===== src/rtl/wb_arb_pkg.sv =====
// -----------------------------------------------------------------------------
// wb_arb_pkg
// Shared types and defaults for the writeback arbiter.
//   wb_src_e      : writeback source identifier (exe=0, cache=1, mult5=2)
//   wb_payload_t  : one writeback payload (data, addr, instruction, pc)
//   AGE_LIMIT_DEFAULT : default promotion threshold for waiting sources
// -----------------------------------------------------------------------------
package wb_arb_pkg;

    typedef enum logic [1:0] {
        SRC_EXE   = 2'd0,
        SRC_CACHE = 2'd1,
        SRC_MULT5 = 2'd2
    } wb_src_e;

    typedef struct packed {
        logic [31:0] data;
        logic [4:0]  addr;
        logic [31:0] instruction;
        logic [31:0] pc;
    } wb_payload_t;

    localparam int AGE_LIMIT_DEFAULT = 4;

endpackage


===== src/rtl/wb_age_counter.sv =====
// -----------------------------------------------------------------------------
// wb_age_counter
// Saturating wait counter for one writeback source. Counts cycles where the
// source is presenting a request but is not granted; clears on a grant or when
// the request goes away. aged_o is high once the count has reached AGE_LIMIT.
// Ports:
//   clk_i   : clock (rising edge)
//   rst_i   : asynchronous active-high reset
//   valid_i : source request
//   ready_i : source grant from the arbiter
//   aged_o  : counter is saturated at AGE_LIMIT
// -----------------------------------------------------------------------------
module wb_age_counter
    import wb_arb_pkg::*;
#(
    parameter int AGE_LIMIT = AGE_LIMIT_DEFAULT
) (
    input  logic clk_i,
    input  logic rst_i,
    input  logic valid_i,
    input  logic ready_i,
    output logic aged_o
);

    localparam int CW = $clog2(AGE_LIMIT + 1);

    logic [CW-1:0] r_count;

    always_ff @(posedge clk_i or posedge rst_i) begin
        if (rst_i) begin
            r_count <= '0;
        end else if (!valid_i || ready_i) begin
            r_count <= '0;
        end else if (r_count != CW'(AGE_LIMIT)) begin
            r_count <= r_count + 1'b1;
        end
    end

    assign aged_o = (r_count == CW'(AGE_LIMIT));

endmodule


===== src/rtl/wb_arbiter.sv =====
// -----------------------------------------------------------------------------
// wb_arbiter
// Three-source writeback arbiter in front of a single register-file write
// port. Base priority exe > cache > mult5; the grant is combinational and the
// granted payload is registered onto the write_* outputs one cycle later.
// Writes to x0 are accepted but never strobed.
// Optional feature: define WB_ARBITER_AGING_EN to let a cache or mult5 request
// that has been blocked for AGE_LIMIT cycles outrank exe (cache wins if both).
// Ports:
//   clk_i, rst_i                      : clock, async active-high reset
//   <s>_valid_i / <s>_ready_o         : per-source handshake (exe, cache, mult5)
//   <s>_data_i/addr_i/instruction_i/pc_i : per-source payload
//   wb_stall_i                        : write port unavailable, grant nothing
//   write_enable_o                    : register-file write strobe
//   write_data_o/addr_o/instruction_o/pc_o : registered granted payload
//   write_src_o                       : source of the registered payload
// -----------------------------------------------------------------------------
module wb_arbiter
    import wb_arb_pkg::*;
#(
    parameter int AGE_LIMIT = AGE_LIMIT_DEFAULT
) (
    input  logic        clk_i,
    input  logic        rst_i,
    input  logic        exe_valid_i,
    output logic        exe_ready_o,
    input  logic [31:0] exe_data_i,
    input  logic [4:0]  exe_addr_i,
    input  logic [31:0] exe_instruction_i,
    input  logic [31:0] exe_pc_i,
    input  logic        cache_valid_i,
    output logic        cache_ready_o,
    input  logic [31:0] cache_data_i,
    input  logic [4:0]  cache_addr_i,
    input  logic [31:0] cache_instruction_i,
    input  logic [31:0] cache_pc_i,
    input  logic        mult5_valid_i,
    output logic        mult5_ready_o,
    input  logic [31:0] mult5_data_i,
    input  logic [4:0]  mult5_addr_i,
    input  logic [31:0] mult5_instruction_i,
    input  logic [31:0] mult5_pc_i,
    input  logic        wb_stall_i,
    output logic        write_enable_o,
    output logic [31:0] write_data_o,
    output logic [4:0]  write_addr_o,
    output logic [31:0] write_instruction_o,
    output logic [31:0] write_pc_o,
    output logic [1:0]  write_src_o
);

    logic        w_cache_aged;
    logic        w_mult5_aged;
    logic [2:0]  w_grant;
    wb_payload_t w_sel_payload;
    wb_src_e     w_sel_src;

    logic        r_write_enable;
    wb_payload_t r_payload;
    wb_src_e     r_src;

`ifdef WB_ARBITER_AGING_EN
    wb_age_counter #(.AGE_LIMIT(AGE_LIMIT)) u_cache_age (
        .clk_i   (clk_i),
        .rst_i   (rst_i),
        .valid_i (cache_valid_i),
        .ready_i (w_grant[SRC_CACHE]),
        .aged_o  (w_cache_aged)
    );

    wb_age_counter #(.AGE_LIMIT(AGE_LIMIT)) u_mult5_age (
        .clk_i   (clk_i),
        .rst_i   (rst_i),
        .valid_i (mult5_valid_i),
        .ready_i (w_grant[SRC_MULT5]),
        .aged_o  (w_mult5_aged)
    );
`else
    // Strict fixed priority: nothing is ever promoted.
    logic w_unused_age_limit;
    assign w_unused_age_limit = (AGE_LIMIT > 0);
    assign w_cache_aged = 1'b0;
    assign w_mult5_aged = 1'b0;
`endif

    // One-hot grant. Reset and stall suppress every grant so nothing is
    // consumed while the write port cannot take it. The aged flags are gated
    // with valid because a counter still reads saturated for one cycle after
    // its source withdraws.
    always_comb begin
        w_grant = 3'b000;
        if (!rst_i && !wb_stall_i) begin
            if (w_cache_aged && cache_valid_i) begin
                w_grant[SRC_CACHE] = 1'b1;
            end else if (w_mult5_aged && mult5_valid_i) begin
                w_grant[SRC_MULT5] = 1'b1;
            end else if (exe_valid_i) begin
                w_grant[SRC_EXE] = 1'b1;
            end else if (cache_valid_i) begin
                w_grant[SRC_CACHE] = 1'b1;
            end else if (mult5_valid_i) begin
                w_grant[SRC_MULT5] = 1'b1;
            end
        end
    end

    always_comb begin
        w_sel_src     = SRC_EXE;
        w_sel_payload = '{exe_data_i, exe_addr_i, exe_instruction_i, exe_pc_i};
        if (w_grant[SRC_CACHE]) begin
            w_sel_src     = SRC_CACHE;
            w_sel_payload = '{cache_data_i, cache_addr_i, cache_instruction_i, cache_pc_i};
        end else if (w_grant[SRC_MULT5]) begin
            w_sel_src     = SRC_MULT5;
            w_sel_payload = '{mult5_data_i, mult5_addr_i, mult5_instruction_i, mult5_pc_i};
        end
    end

    // Payload and source are captured on every transfer (including x0) and
    // held otherwise; only the strobe drops when there is nothing to write.
    always_ff @(posedge clk_i or posedge rst_i) begin
        if (rst_i) begin
            r_write_enable <= 1'b0;
            r_payload      <= '0;
            r_src          <= SRC_EXE;
        end else if (|w_grant) begin
            r_write_enable <= (w_sel_payload.addr != 5'd0);
            r_payload      <= w_sel_payload;
            r_src          <= w_sel_src;
        end else begin
            r_write_enable <= 1'b0;
        end
    end

    assign exe_ready_o         = w_grant[SRC_EXE];
    assign cache_ready_o       = w_grant[SRC_CACHE];
    assign mult5_ready_o       = w_grant[SRC_MULT5];
    assign write_enable_o      = r_write_enable;
    assign write_data_o        = r_payload.data;
    assign write_addr_o        = r_payload.addr;
    assign write_instruction_o = r_payload.instruction;
    assign write_pc_o          = r_payload.pc;
    assign write_src_o         = r_src;

endmodule


===== config.mk =====
export PLATFORM = sky130hd
export DESIGN_NAME = wb_arbiter
export DESIGN_NICKNAME = d
export VERILOG_FILES = /design/src/rtl/wb_arb_pkg.sv /design/src/rtl/wb_age_counter.sv /design/src/rtl/wb_arbiter.sv
export SDC_FILE = /design/constraint.sdc
export NUM_CORES = 1
export LEC_CHECK = 0
export CAP_MARGIN = 20
export CORE_AREA = 4 4 162 164
export DETAILED_ROUTE_END_ITERATION = 16
export DIE_AREA = 0 0 166 168
export PLACE_DENSITY = 0.67
export SYNTH_ARGS = -nofsm -noshare
export SYNTH_HDL_FRONTEND = slang
export SYNTH_SLANG_ARGS = --single-unit

===== constraint.sdc =====
create_clock -name clk_i -period 10.11 [get_ports clk_i]
set_input_delay 2.022 -clock clk_i [delete_from_list [all_inputs] [get_ports clk_i]]
set_output_delay 2.022 -clock clk_i [all_outputs]
set_load 0.005 [all_outputs]

# Word-level counts from Yosys, hierarchy flattened
# Cells that the tools add are included.
dict set report totals {
  latchBits 0
  regBits 104
  mem_bits_ro 0
  ramBits 0
  mem_count 0
  inputBits 309
}
dict set report op_classes {
  addsub 0
  shift 0
  magnitude_cmp 0
  mux 11
  div 0
  n_mul 0
  n_eq_ne 0
  reduce_logical 5
  bitwise 0
}
# op count
set ops {}
lappend ops {{101-bit 2-to-1 mux} 2}
lappend ops {{2-bit 2-to-1 mux} 3}
lappend ops {{1-bit 2-to-1 mux} 5}
lappend ops {{5-bit nonzero test} 1}
lappend ops {{3-bit 2-to-1 mux} 1}
lappend ops {{3-bit OR reduction} 1}
lappend ops {{1-bit logical NOT} 2}
lappend ops {{1-bit logical AND} 1}

# Longest topological paths before layout
dict set report depth {
  depth_word 8
  mapped_depth 10
  depth_no_buf 6
}

# Worst setup path before layout
# OpenSTA, ideal clock, no wires.
dict set report synth_path {
  path_kind {input to output}
  from {input port exe_valid_i}
  to {output port mult5_ready_o}
  path_buffers 3
  arrival_time_ps 3122
  stages 6
  setup_slack_ps 4966
  cell_sequence {or3_1 -> clkbuf_1 -> or2_1 -> buf_4 -> clkinv_4 -> buf_2}
}
dict set report synth_between {
  elab_chain_cells 2
}
# item line
set synth_lines {}
lappend synth_lines {{start: declaration} wb_arbiter.sv:25} ;# input logic exe_valid_i,
lappend synth_lines {{2-bit 2-to-1 mux} wb_arbiter.sv:97} ;# end else if (exe_valid_i) begin
lappend synth_lines {{3-bit 2-to-1 mux} wb_arbiter.sv:92} ;# if (!rst_i && !wb_stall_i) begin
lappend synth_lines {{end: declaration} wb_arbiter.sv:38} ;# output logic mult5_ready_o,
# No other way between the ends.

# Worst setup path after layout
# Same ends and word-level chain as after synthesis.

==> flow_summary.yaml <==
sta:
  worst_pin_slew_ps: 986
  period_share: 0.646
  clock_skew_ps: 0
  grt_setup_unrepaired: "false"
  final_max_slew_viol_count: 0
  fin_ws_ps: 3580
  setup_tns_ps: 0
  maxSlewHeadroom: 0.337
  setup_viol: 0
  hold_viol: 0
  finalCriticalPeriod_ps: 6530
  fmax_mhz: 153
job:
  drv_cap: 0
layout:
  area_delta_synth_final_pct: 80.3
  diodes: 0
  layout-drive-gt1-share: 0.0273
  nFillCells: 2526
  post-route-cell-area_um2: 10400
  fin_nets: 1367
die:
  io_pins: 416
  die_h_um: 168
  start_util: 0.232
  fp-row-count: 58
  fp.dieW_um: 166
  fp.coreArea_um2: 24900
  dieArea_um2: 27900
drt:
  avgRoutedWirePerCell_um: 17.7
  wl_mm: 24.6
  dr.pass1.iters: 5
  drtAntennaViolNets: 0
  vias_per_cell: 4.77
  drcViolationCount: 0
  vias: 6651
  drt-initial-drc-count: 336
power:
  ir_worst_vdd_mv: 0.0649
  cellPowerDensity_nw_per_um2: 120
  p_leak_nw: 4.73
cts:
  path_clk_slew_ps: 70
  clkLatencyLatePin_ps: 340
  max-clock-path-buffers: 2
  cts_resized: 0
  cts_setup_buffers: 0
  cts_tree: "yes"
  holdBufCountCts: 0
  htree_levels: 3
  clock-sinks: 104
  cts-buffers-inserted: 9
  cts_root_buf: "clkbuf_16"
synthesis:
  ys_seq_elements: 104
  yosysUniqueCellTypes: 28
  ys_seq_area_frac: 0.450
  synthArstFlopShare: 1.00
  synth_warnings: 0
  synth_edf_count: 0
  synthFlopType: "dfrtp_1"
  syn_nets: 998
  syn_inst: 689
  postSynthAreaPerCell_um2: 8.39
  syn-cell-area_um2: 5780
worst_hold_path:
  hold_path.class: "flip-flop to flip-flop"
  hp-start: "write_data_o[9]$_DFFE_PP0P_"
critical_path:
  required_ps: 8090
  arrival_ps: 4510
  crit_path_start_kind: "input port"
  setup.worst_path.class: "input port to output pin"
  critPathMaxFanout: 49
  crit_path_end_kind: "output pin"
  regToRegStartpoint: "write_instruction_o[25]$_DFFE_PP0P_"
  cp-startpoint: "exe_valid_i"
global_routing:
  use_met2: 0.292
  grt_max_degree: 95
  antenna_found_initial: 0
  top_usage_layer: "met2"
  grt_util_met1: 0.194
  overflow: 0
  grt_use_total: 0.167
  grt_pass1_wl_mm: 37.2
  grt_pass1_vias: 6566
  grt_use_met3: 0.0481
placement:
  postPlaceCellArea_um2: 10100
  dp_slack_ps: 3570
  gp_congestion: 0.865
  portBuffers: 415
  dp_hpwl_mm: 18.5
outcome:
  status: "finished clean"
==> routing by layer <==
| layer | wire [um] | up-vias |
|---|---|---|
| li1 | - | 3184 |
| met1 | 9760 | 3118 |
| met2 | 12100 | 310 |
| met3 | 2020 | 39 |
| met4 | 723 | 0 |
| met5 | 0 | - |
==> placed cells by master, fill, tap and decap left out, drive strengths merged <==
master	count
nor2	97
nand3	1
nand2b	2
a221oi	1
buf	8
nand2	202
o31ai	1
o21ai	5
dfrtp	104
a21o	96
or2	2
or3	1
inv	5
clkinvlp	1
clkinv	2
and2	1
clkdlybuf4s50	415
and3	1
nor3	1
o221ai	4
a31oi	1
a21oi	1
o32a	4
a311oi	96
clkbuf	11
==> report_power, final <==
group          switching, W  leakage (nW)  total [W]  internal, W
registers         0.0000340          1.29   0.000514     0.000480
logic              0.000132          3.30   0.000397     0.000265
clock network      0.000167         0.137   0.000343     0.000177
==> sequential cells by signal, summed over array words and instances, names as in the netlist <==
register             count
write_data_o            32
write_src_o              2
write_pc_o              32
write_enable_o           1
write_addr_o             5
write_instruction_o     32
==> worst max-delay path, cell delays in order <==
cell and delay, ps:
clkdlybuf4s50_1 580, or3_1 310, or2_4 580, clkinv_4 420, clkdlybuf4s50_1 560
==> kinds of logic after synthesis <==
group	after synthesis	synth area share
and+or+nand+nor	308	0.204
buffers and inverters	68	0.0537
DFF	104	0.450
AOI/OAI and AO/OA	209	0.292
==> cell usage after synthesis (2+ instances only) <==
library cell | number | share of area
nand2_1 | 202 | 0.13
dfrtp_1 | 104 | 0.45
nor2_1 | 97 | 0.063
a21o_1 | 96 | 0.12
a311oi_1 | 96 | 0.15
clkbuf_1 | 46 | 0.030
buf_2 | 10 | 0.0087
o21ai_0 | 5 | 0.0043
buf_1 | 4 | 0.0026
o221ai_1 | 4 | 0.0061
o32a_1 | 4 | 0.0069
buf_6 | 3 | 0.0058
inv_1 | 2 | 0.0013
nand2b_1 | 2 | 0.0022
==> stage by stage <==
stage / cells / total power (W) / utilization / hold WS, ps
floorplan: 689 / 0.000629 / - / 471
global placement: 1377 / 0.000921 / 0.407 / 457
detailed placement: 1377 / 0.000926 / 0.407 / 465
CTS: 1393 / 0.00128 / 0.419 / 481
global route: 1393 / 0.00133 / 0.419 / 493
finish: 1393 / 0.00125 / 0.419 / 475
==> final timing paths <==
| kind | to | slack (ps) | depth (start not counted) |
|---|---|---|---|
| setup / recovery | mult5_ready_o | 3580 | 5 |
| hold / removal | write_data_o[9]$_DFFE_PP0P_ | 480 | 1 |
| setup reg to reg | write_instruction_o[25]$_DFFE_PP0P_ | 9420 | 1 |
| hold reg to reg | write_data_o[9]$_DFFE_PP0P_ | 480 | 1 |
| max in group asynchronous | write_src_o[0]$_DFFE_PP0P_ | 6650 | 3 |
| min in group asynchronous | write_data_o[19]$_DFFE_PP0P_ | 2190 | 2 |
==> cell type report <==
class                      count  area (um^2)  share of cell area
clock buffer                  11          243              0.0233
clock inverter                 5         38.8             0.00372
inverter                       3         18.8             0.00180
multi-input combinational    517         2890               0.277
sequential                   104         2600               0.250
tap                          330          413              0.0396
timing repair buffer         423         4210               0.404
Note: power is estimated with default switching activity, not from simulation.
